==> src/rtl/hp48_bus_responder_pkg.sv <==
// hp48 bus responder: shared bus command encodings and window helper.
// Imported by the responder top and the bench; no ports.
package hp48_bus_responder_pkg;

    typedef enum logic [3:0] {
        BUSCMD_NOP       = 4'h0,
        BUSCMD_ID        = 4'h1,
        BUSCMD_PC_READ   = 4'h2,
        BUSCMD_DP_READ   = 4'h3,
        BUSCMD_PC_WRITE  = 4'h4,
        BUSCMD_DP_WRITE  = 4'h5,
        BUSCMD_LOAD_PC   = 4'h6,
        BUSCMD_LOAD_DP   = 4'h7,
        BUSCMD_CONFIGURE = 4'h8,
        BUSCMD_UNCNFG    = 4'h9,
        BUSCMD_RESET     = 4'hF
    } bus_cmd_e;

    localparam int ADDR_W = 20;

    // Pointer is inside the window when its distance above base,
    // taken modulo 2^20, fits in the window size.
    function automatic logic in_window(
        input logic [ADDR_W-1:0] ptr,
        input logic [ADDR_W-1:0] base,
        input logic              cfg,
        input int                bits
    );
        logic [ADDR_W-1:0] d;
        d = ptr - base;
        return cfg && ((d >> bits) == '0);
    endfunction

endpackage

==> src/rtl/hp48_bus_responder_if.sv <==
// hp48 nibble bus: strobe/command/address/nibble_in from the initiator,
// nibble_out/active back from the target. master = initiator, slave = target.
interface hp48_bus_responder_if;
    import hp48_bus_responder_pkg::*;

    logic              strobe;
    logic [3:0]        command;
    logic [ADDR_W-1:0] address;
    logic [3:0]        nibble_in;
    logic [3:0]        nibble_out;
    logic              active;

    modport master (
        output strobe, command, address, nibble_in,
        input  nibble_out, active
    );

    modport slave (
        input  strobe, command, address, nibble_in,
        output nibble_out, active
    );
endinterface

==> src/rtl/hp48_bus_responder_nibble_ram.sv <==
// hp48_nibble_ram: 2^ADDR_BITS x 4 memory, one sync write, one sync read.
// Ports: clk, we/waddr/wdata, re/raddr, rdata (holds when re=0). No reset.
module hp48_nibble_ram #(
    parameter int ADDR_BITS = 10
) (
    input  logic                 clk,
    input  logic                 we,
    input  logic [ADDR_BITS-1:0] waddr,
    input  logic [3:0]           wdata,
    input  logic                 re,
    input  logic [ADDR_BITS-1:0] raddr,
    output logic [3:0]           rdata
);
    logic [3:0] mem [2**ADDR_BITS];

    always_ff @(posedge clk) begin
        if (we) mem[waddr] <= wdata;
        if (re) rdata <= mem[raddr];
    end
endmodule

==> src/rtl/hp48_bus_responder.sv <==
// hp48 bus responder: target end of the nibble bus with PC/DP, base, ID.
// Ports: clk, reset, bus (slave modport), daisy_in, daisy_out, configured.
module hp48_bus_responder
    import hp48_bus_responder_pkg::*;
#(
    parameter int          ADDR_BITS  = 10,
    parameter logic [19:0] ID_CODE    = 20'h00019,
    parameter bit          FIXED_BASE = 1'b0,
    parameter logic [19:0] BASE_ADDR  = 20'h00000
) (
    input  logic                   clk,
    input  logic                   reset,
    hp48_bus_responder_if.slave    bus,
    input  logic                   daisy_in,
    output logic                   daisy_out,
    output logic                   configured
);
    localparam logic [19:0] RST_BASE = FIXED_BASE ? BASE_ADDR : 20'h0;

    logic [19:0] base, pc, dp;
    logic [2:0]  id_idx;
    logic [3:0]  id_nib;
    logic        src_ram;
    logic        act_q;

    bus_cmd_e    cmd;
    logic        rst_all;
    logic        use_dp;
    logic [19:0] ptr, diff, id_sh;
    logic        hit, addr_hit;
    logic        is_rd, is_wr;
    logic [3:0]  ram_q;

    assign cmd      = bus_cmd_e'(bus.command);
    assign rst_all  = reset || (bus.strobe && cmd == BUSCMD_RESET);
    assign use_dp   = (cmd == BUSCMD_DP_READ) || (cmd == BUSCMD_DP_WRITE);
    assign ptr      = use_dp ? dp : pc;
    assign diff     = ptr - base;
    assign hit      = in_window(ptr, base, configured, ADDR_BITS);
    assign addr_hit = in_window(bus.address, base, configured, ADDR_BITS);
    assign id_sh    = ID_CODE >> {id_idx, 2'b00};

    assign is_rd = bus.strobe && !reset && hit &&
                   (cmd == BUSCMD_PC_READ || cmd == BUSCMD_DP_READ);
    assign is_wr = bus.strobe && !reset && hit &&
                   (cmd == BUSCMD_PC_WRITE || cmd == BUSCMD_DP_WRITE);

    hp48_nibble_ram #(.ADDR_BITS(ADDR_BITS)) u_ram (
        .clk   (clk),
        .we    (is_wr),
        .waddr (diff[ADDR_BITS-1:0]),
        .wdata (bus.nibble_in),
        .re    (is_rd),
        .raddr (diff[ADDR_BITS-1:0]),
        .rdata (ram_q)
    );

    // Output is whichever source answered last; both sources hold.
    assign bus.nibble_out = src_ram ? ram_q : id_nib;
    assign bus.active     = act_q;
    assign daisy_out      = daisy_in & configured;

    always_ff @(posedge clk) begin
        act_q <= 1'b0;
        if (rst_all) begin
            configured <= FIXED_BASE;
            base       <= RST_BASE;
            pc         <= '0;
            dp         <= '0;
            id_idx     <= '0;
            id_nib     <= '0;
            src_ram    <= 1'b0;
        end else if (bus.strobe) begin
            unique case (cmd)
                BUSCMD_ID: begin
                    if (daisy_in && !configured) begin
                        id_nib  <= id_sh[3:0];
                        src_ram <= 1'b0;
                        act_q   <= 1'b1;
                        id_idx  <= (id_idx == 3'd4) ? 3'd0 : id_idx + 3'd1;
                    end
                end
                BUSCMD_PC_READ, BUSCMD_DP_READ,
                BUSCMD_PC_WRITE, BUSCMD_DP_WRITE: begin
                    if (is_rd) begin
                        src_ram <= 1'b1;
                        act_q   <= 1'b1;
                    end
                    if (use_dp) dp <= dp + 20'd1;
                    else        pc <= pc + 20'd1;
                end
                BUSCMD_LOAD_PC: begin
                    pc     <= bus.address;
                    id_idx <= '0;
                end
                BUSCMD_LOAD_DP: begin
                    dp     <= bus.address;
                    id_idx <= '0;
                end
                BUSCMD_CONFIGURE: begin
                    if (!FIXED_BASE && daisy_in && !configured) begin
                        base <= {bus.address[19:ADDR_BITS],
                                 {ADDR_BITS{1'b0}}};
                        configured <= 1'b1;
                    end
                end
                BUSCMD_UNCNFG: begin
                    if (!FIXED_BASE && addr_hit) configured <= 1'b0;
                end
                default: ;
            endcase
        end
    end
endmodule

==> src/flat_wrapper.sv <==
// flat-port wrapper written by rule: the top's interface ports become plain ports
module hp48_bus_responder_flat import hp48_bus_responder_pkg::*;
#(
    parameter int          ADDR_BITS  = 10,
    parameter logic [19:0] ID_CODE    = 20'h00019,
    parameter bit          FIXED_BASE = 1'b0,
    parameter logic [19:0] BASE_ADDR  = 20'h00000
)
  (clk, reset, daisy_in, daisy_out, configured, bus_strobe, bus_command, bus_address, bus_nibble_in, bus_nibble_out, bus_active);
  hp48_bus_responder_if bus_i ();
  input  logic clk;
  input  logic reset;
  input  logic daisy_in;
  output logic daisy_out;
  output logic configured;
  input wire logic [$bits(bus_i.strobe)-1:0] bus_strobe;
  input wire logic [$bits(bus_i.command)-1:0] bus_command;
  input wire logic [$bits(bus_i.address)-1:0] bus_address;
  input wire logic [$bits(bus_i.nibble_in)-1:0] bus_nibble_in;
  output wire logic [$bits(bus_i.nibble_out)-1:0] bus_nibble_out;
  output wire logic [$bits(bus_i.active)-1:0] bus_active;
  assign bus_i.strobe = bus_strobe;
  assign bus_i.command = bus_command;
  assign bus_i.address = bus_address;
  assign bus_i.nibble_in = bus_nibble_in;
  assign bus_nibble_out = bus_i.nibble_out;
  assign bus_active = bus_i.active;
  hp48_bus_responder #(.ADDR_BITS(ADDR_BITS), .ID_CODE(ID_CODE), .FIXED_BASE(FIXED_BASE), .BASE_ADDR(BASE_ADDR)) u_core (.clk(clk), .reset(reset), .bus(bus_i), .daisy_in(daisy_in), .daisy_out(daisy_out), .configured(configured));
endmodule
==> config.mk <==
export PLATFORM = sky130hd
export DESIGN_NAME = hp48_bus_responder_flat
export DESIGN_NICKNAME = d
export VERILOG_FILES = /design/src/rtl/hp48_bus_responder_pkg.sv /design/src/rtl/hp48_bus_responder_if.sv /design/src/rtl/hp48_bus_responder_nibble_ram.sv /design/src/rtl/hp48_bus_responder.sv /design/src/flat_wrapper.sv
export SDC_FILE = /design/constraint.sdc
export NUM_CORES = 2
export LEC_CHECK = 0
export BUFFER_PORTS_ARGS = -buffer_cell sky130_fd_sc_hd__buf_2
export CAP_MARGIN = 30
export CORE_MARGIN = 3
export CORE_UTILIZATION = 49
export DETAILED_ROUTE_END_ITERATION = 8
export SLEW_MARGIN = 0
export SYNTH_ARGS = -nofsm -noshare
export SYNTH_HDL_FRONTEND = slang
export SYNTH_HIERARCHICAL = 1
export SYNTH_SLANG_ARGS = --single-unit
==> constraint.sdc <==
create_clock -name clk -period 6.7 [get_ports clk]
set_input_delay 1.34 -clock clk [delete_from_list [all_inputs] [get_ports clk]]
set_output_delay 1.34 -clock clk [all_outputs]
set_load 0.1 [all_outputs]
* Word-level counts from Yosys, hierarchy flattened
Memory sizes are Yosys's and may differ from the RTL's. A register that Yosys moved wholly into a read port is not among the register bits.
Cells that the tools add are included.
** Storage, ports and cells
- Bits in registers :: 60
- Memories kept :: 1
- RAM bits :: 4096
- Input bits :: 32
** Memory list
- u_core.u_ram.mem :: words 1024, bits a word 4, read ports 1, clocked after Yosys merged registers in 1, wr ports 1, line hp48_bus_responder_nibble_ram.sv:14 : logic [3:0] mem [2**ADDR_BITS];
** Cells by class
- Shifts and indexed selects :: 1
- Reduce and logical (&&, ||, !) cells :: 31
- Bitwise gates (word level) :: 2
- Equal/unequal tests :: 17
- Add/subtract/negate cells :: 5
- Muxes and demuxes :: 20
** Operator list (number)
- one-hot mux 20 bit (2 select lines) :: 2
- two-way mux 20 bit :: 3
- adder 20 x 1 -> 20 bit, second input constant :: 2
- zero test 20 bit :: 2
- subtractor 20 bit :: 2
- == test 4 x 3 -> 1 bit, second input constant :: 4
- AND reduction 3 bit :: 5
- == test 4 bit, second input constant :: 3
- inequality test 2 x 1 -> 1 bit, second input constant :: 5
- nonzero test 2 bit :: 5
- == test 4 x 2 -> 1 bit, second input constant :: 2
- logical AND 1 bit :: 8
- two-way mux 1 bit :: 8
- AND reduction 4 bit :: 2
- two-way mux 3 bit :: 2
- one-hot mux 1 bit (2 select lines) :: 3
- one-hot mux 3 bit (2 select lines) :: 1
- >> shifter 5 x 5 -> 4 bit, first input constant :: 1
- == test 4 x 1 -> 1 bit, second input constant :: 1
- logical OR 1 bit :: 4
- two-way mux 4 bit :: 1
- OR reduction 2 bit :: 2
- OR reduction 4 bit :: 1
- adder 3 x 1 -> 3 bit, second input constant :: 1
- other kinds (5) :: 6

* Depth between registers and ports, before layout
- Word-level depth :: 10
- Gate-level depth with buffers :: 22

* By module
The synthesis kept the hierarchy.
** Modules (own cells, without submodules)
- hp48_nibble_ram :: seq. area each 123118.1 um2, area an instance 162138.0 um2, times used 1, cells an instance 8290
- hp48_bus_responder :: seq. area each 1161.1 um2, area an instance 4275.4 um2, times used 1, cells an instance 585

* Worst setup path before layout
Ideal clock, no wire load.
- Path kind :: input -> register
- Start point :: input bus_command[2]
- End point :: memory u_core.u_ram.mem[822][0], enable pin
- Buffers on the path :: 4
- Library setup time :: 0.379 ns
- Required time :: 6.321 ns
- Setup slack :: 0.635 ns
- Cell stages on the path :: 17
- Arrival :: 5.686 ns
- Path through :: buf_2 xnor2_1 nor3b_1 buf_2 buf_2 mux2_2 ha_1 or2_0 a2111oi_0 or2_1 o221ai_1 nor4_2 nand3_1 nor4b_1 clkbuf_1 nand3_1 nor4b_1
** Between the ends
- Longest elaborated chain between the ends :: 10
- Elaborated cells on any way between the ends :: 13
- Those cells by class :: add/sub: 1; eq/ne: 3; mux: 3; reduce/logical: 6
** Ends and longest elaborated chain
- start, declared :: line flat_wrapper.sv:17 : input wire logic [$bits(bus_i.command)-1:0] bus_command;
- == test 4 x 2 -> 1 bit / == test 4 x 3 -> 1 bit (equally long branches) :: line hp48_bus_responder.sv:36, hp48_bus_responder.sv:46
- logical OR 1 bit :: line hp48_bus_responder.sv:36 : assign use_dp = (cmd == BUSCMD_DP_READ) || (cmd == BUSCMD_DP_WRITE);
- two-way mux 20 bit :: line hp48_bus_responder.sv:37 : assign ptr = use_dp ? dp : pc;
- subtractor 20 bit :: line hp48_bus_responder.sv:38 : assign diff = ptr - base;
- zero test 20 bit :: line hp48_bus_responder_pkg.sv:31 : return cfg && ((d >> bits) == '0);
- logical AND 1 bit :: line hp48_bus_responder_pkg.sv:31
- logical AND 1 bit :: line hp48_bus_responder.sv:45 : assign is_wr = bus.strobe && !reset && hit &&
- logical AND 1 bit * :: line hp48_bus_responder.sv:45
- via u_core.is_wr :: line hp48_bus_responder.sv:31 : logic is_rd, is_wr;
- two-way mux 1 bit * :: line hp48_bus_responder_nibble_ram.sv:17 : if (we) mem[waddr] <= wdata;
- two-way mux 1 bit (implied by the code) * :: line hp48_bus_responder_nibble_ram.sv:17
- end, declared :: line hp48_bus_responder_nibble_ram.sv:14
Mark *: on every way through the listed nets, which the timed path passes. The rest lies on a longest branch.

* Worst setup path after layout
- Start point :: input bus_command[1]
- End point :: register u_core.u_ram.rdata[2], read port of u_core.u_ram.mem (data pin)
** Between the ends
- Elaborated cells on any way between the ends :: 11
- Those cells by class :: add/sub: 1; eq/ne: 3; mux: 1; reduce/logical: 6
** RTL lines
- == test 4 x 2 -> 1 bit / == test 4 x 3 -> 1 bit (equally long branches) :: line hp48_bus_responder.sv:36
- logical OR 1 bit * :: line hp48_bus_responder.sv:36
- two-way mux 20 bit * :: line hp48_bus_responder.sv:37
- subtractor 20 bit * :: line hp48_bus_responder.sv:38
- via u_core.diff[0] :: line hp48_bus_responder.sv:29 : logic [19:0] ptr, diff, id_sh;
- end, declared :: line hp48_bus_responder_nibble_ram.sv:12 : output logic [3:0] rdata
Marks and branches as above.
A chain may end at the register's enable or synchronous reset.

==> run summary <==
Total setup buffers inserted after CTS: 0
Via density: 6.142
Req. time, crit path: 7.41 ns
Synthesized Nets: 8,929
Sw frac: 20.62%
Post-cts sizing count: 0
Synth cell types: 93
Row cnt: 213
Share of cells above drive strength 1: 30.36%
TritonCTS clock tree: yes
Post-synthesis sequential area ratio: 74.68%
Arr. time, crit path: 6.52 ns
Filler instances: 24,920
Register share of total power: 52.7%
PortBufs: 38
Register area: 124,300 um2
Post-Route Utilization: 58.41%
DPL Wire Length: 308.3 mm
Syn Area/Cell: 18.75 um2
Crit path cell chain: buf_2 > xnor2_1 > nor3b_2 > buf_4 > mux2_8 > buf_12 > buf_12 > mux4_2 > a22oi_1 > a21oi_1 > nor3_1 > buf_4 > a211oi_1 > buf_4 > o41ai_1 > nand4_1 > buf_4
Largest net degree at the start of global routing: 186
CTS clk-pin slew, worst paths: 0.06 ns
CTS Sinks: 4,158
Slowest cell delay on critical path: 0.55 ns
Final period utilization: 86.75%
Die footprint: 346,700 um2
RSZ-0062 raised after global routing: no
Hold crit path type: reg -> reg
Critical Path Slowest Stage Cell: mux2_8
Final hold vios: 0
Post-CTS Hold Fix Bufs: 0
Synth area leader: edfxtp_1
Synth top area share: 73.98%
PwrDens: 275.0 nW/um2
Max rail drop VDD: 220.8 uV
Worst Path Class, Setup: in -> reg
Later-pin clock latency in the skew report: 0.95 ns
Clock Tree Buf Depth: 4
Fin crit period: 5.812 ns
Root Driver: clkbuf_16
Synth async-reset ratio: 0%
Max Cap Viol: 0
Post-layout nets: 10,360
Die width: 588.8 um
Initial antenna violation count: 34
Global route overflow: 0
GPL Wtd Cong: 0.8794
Initial Util: 49.32%
Mapped Cells: 8,875
Synth Flop Type: edfxtp_1
CP max FO: 30
Initial drt markers: 12,080
Final Skew: 0.04666 ns
Static leakage: 0.06257 uW
Global-route wire length before repair: 687.7 mm
Status: completed
WL final: 481.1 mm
Post-synth EDFFs: 4,100
Max frequency: 0.1721 GHz
Via Count: 93,280
Synth top cells by count: edfxtp_1 (4,100), nor2_1 (1,157), mux4_2 (875)
Startpoint Class: input port
Internal Power: 43,020 uW
1st-pass router iterations: 6
Critical Path End Type: flop
Mapped cell area: 166,400 um2
Switching power: 11,180 uW
Comb pwr share: 3.8%
Die Ht: 588.8 um
Clock Power Share: 43.5%
Vias in the first global route: 93,470
CTS Buf Count: 421
Slew margin rel.: 26.51%
Core area: 337,400 um2
Slew Limit Fails: 0
Hold slack: 0.4540 ns
Ports: 39
Antenna-violating nets left: 0
Multi-input gate area: 39,240 um2
Routed len/inst: 31.68 um
GRT Total Usage: 27.49%
H-tree level count: 5
Most used cell, CP: buf_4
Count leader, synth: edfxtp_1
Top cells by area, synth: edfxtp_1 (74%), mux4_2 (12%), mux2i_1 (2.8%)
Register bit total from synthesis: 4,158
Area Growth Syn to Fin: 18.42%
Yosys warning count: 6
DRC violations left: 0
Number of setup violations in the final report: 0
Worst slew pin tran: 1.102 ns
-- flip-flops by register name (all words and copies together), names as in the netlist --
name and flops:
u_core/u_ram/mem 4096, u_core/dp 20, u_core/pc 20, u_core/base 10, u_core/u_ram/rdata 4, u_core/id_idx 3
u_core/id_nib 2, u_core/bus.active 1, u_core/configured 1, u_core/src_ram 1
-- critical path: cells and delay by family --
kind            cells  cell delay, ns
compound gates      4            1.32
xor+xnor            1            0.16
mux                 2            1.10
simple gates        3            0.96
buf+inv             7            1.49
-- placed cells by master (no fill, tap or decap), types with 17 or more instances in the layout --
master,n
buf_2,38
bufinv_16,52
clkinv_1,89
mux4_2,875
edfxtp_1,4100
clkbuf_1,85
a21oi_1,191
and3_1,20
buf_4,1452
buf_12,136
nand3_1,51
nor4_1,23
a22oi_1,85
o221ai_1,169
nand2_1,249
a31oi_1,20
clkbuf_16,426
nand3_4,24
ha_1,22
o22ai_1,98
dfxtp_1,58
nor2_1,1154
nor3_1,113
clkinvlp_4,24
inv_1,22
mux2_2,37
a221oi_1,30
nand4_1,24
o21ai_0,100
a211oi_1,27
clkinv_2,76
mux2i_1,465
nand2b_1,17
-- logic make-up after synthesis --
kind of cell / count (synthesis) / synth area share, %
and+or+nand+nor: 1801 / 4.589
buffers and inverters: 652 / 2.047
adders and majority gates: 22 / 0.1654
AOI/OAI and AO/OA: 853 / 3.557
muxes: 1383 / 14.93
xor gates and xnor gates: 6 / 0.03158
DFF: 4158 / 74.68
-- per-layer routing --
metal  track usage, %  vias up  wire [um]
met2            42.77     4600     225400
met3            5.448      800      46290
met5                0        -        141
met1            39.37    48970     192100
met4            9.023       20      17220
li1                 -    38890          -
-- worst paths after layout --
kind,startpoint,to,slack (ns),cells after the start
setup / recovery,bus_command[1],u_core/u_ram/rdata[2],0.89,17
hold / removal,u_core/base[14],u_core/base[14],0.45,2
setup reg to reg,u_core/dp[0],u_core/u_ram/rdata[2],1.83,13
hold reg to reg,u_core/base[14],u_core/base[14],0.45,2
-- stage by stage --
stage | setup WS (ns) | setup TNS (ns) | std cells | power [uW] | instance area [um2]
final | 0.8880 | 0 | 15190 | 54200 | 197100
after detailed placement | -0.07125 | -0.1061 | 14400 | 31160 | 183200
after floorplan | 0.6352 | 0 | 8875 | 30220 | 166400
after global placement | -0.4525 | -0.7515 | 14390 | 31120 | 183100
after global routing | 0.5671 | 0 | 15180 | 55650 | 197000
after CTS | 0.9187 | 0 | 15180 | 54550 | 197000
-- final cells by class --
type / count / area share (%)
clock inverters: 265 / 1.417
repair buffers: 1634 / 7.074
flip-flops and latches: 4158 / 63.07
well taps: 4515 / 2.867
multi-input cells: 4065 / 19.91
diodes: 10 / 0.01270
clock buffers: 514 / 5.592
inverters: 26 / 0.05778
-- power groups by stage --
stage / Combinational, uW / Sequential (uW) / Clock [uW]
3_5_place_dp: 2040 / 29100 / 0
5_1_grt: 2150 / 28500 / 24900
3_3_place_gp: 2000 / 29100 / 0
2_1_floorplan: 1100 / 29100 / 0
6_report: 2040 / 28600 / 23600
4_1_cts: 2040 / 28600 / 23900
Power figures use the tool's default switching activity.
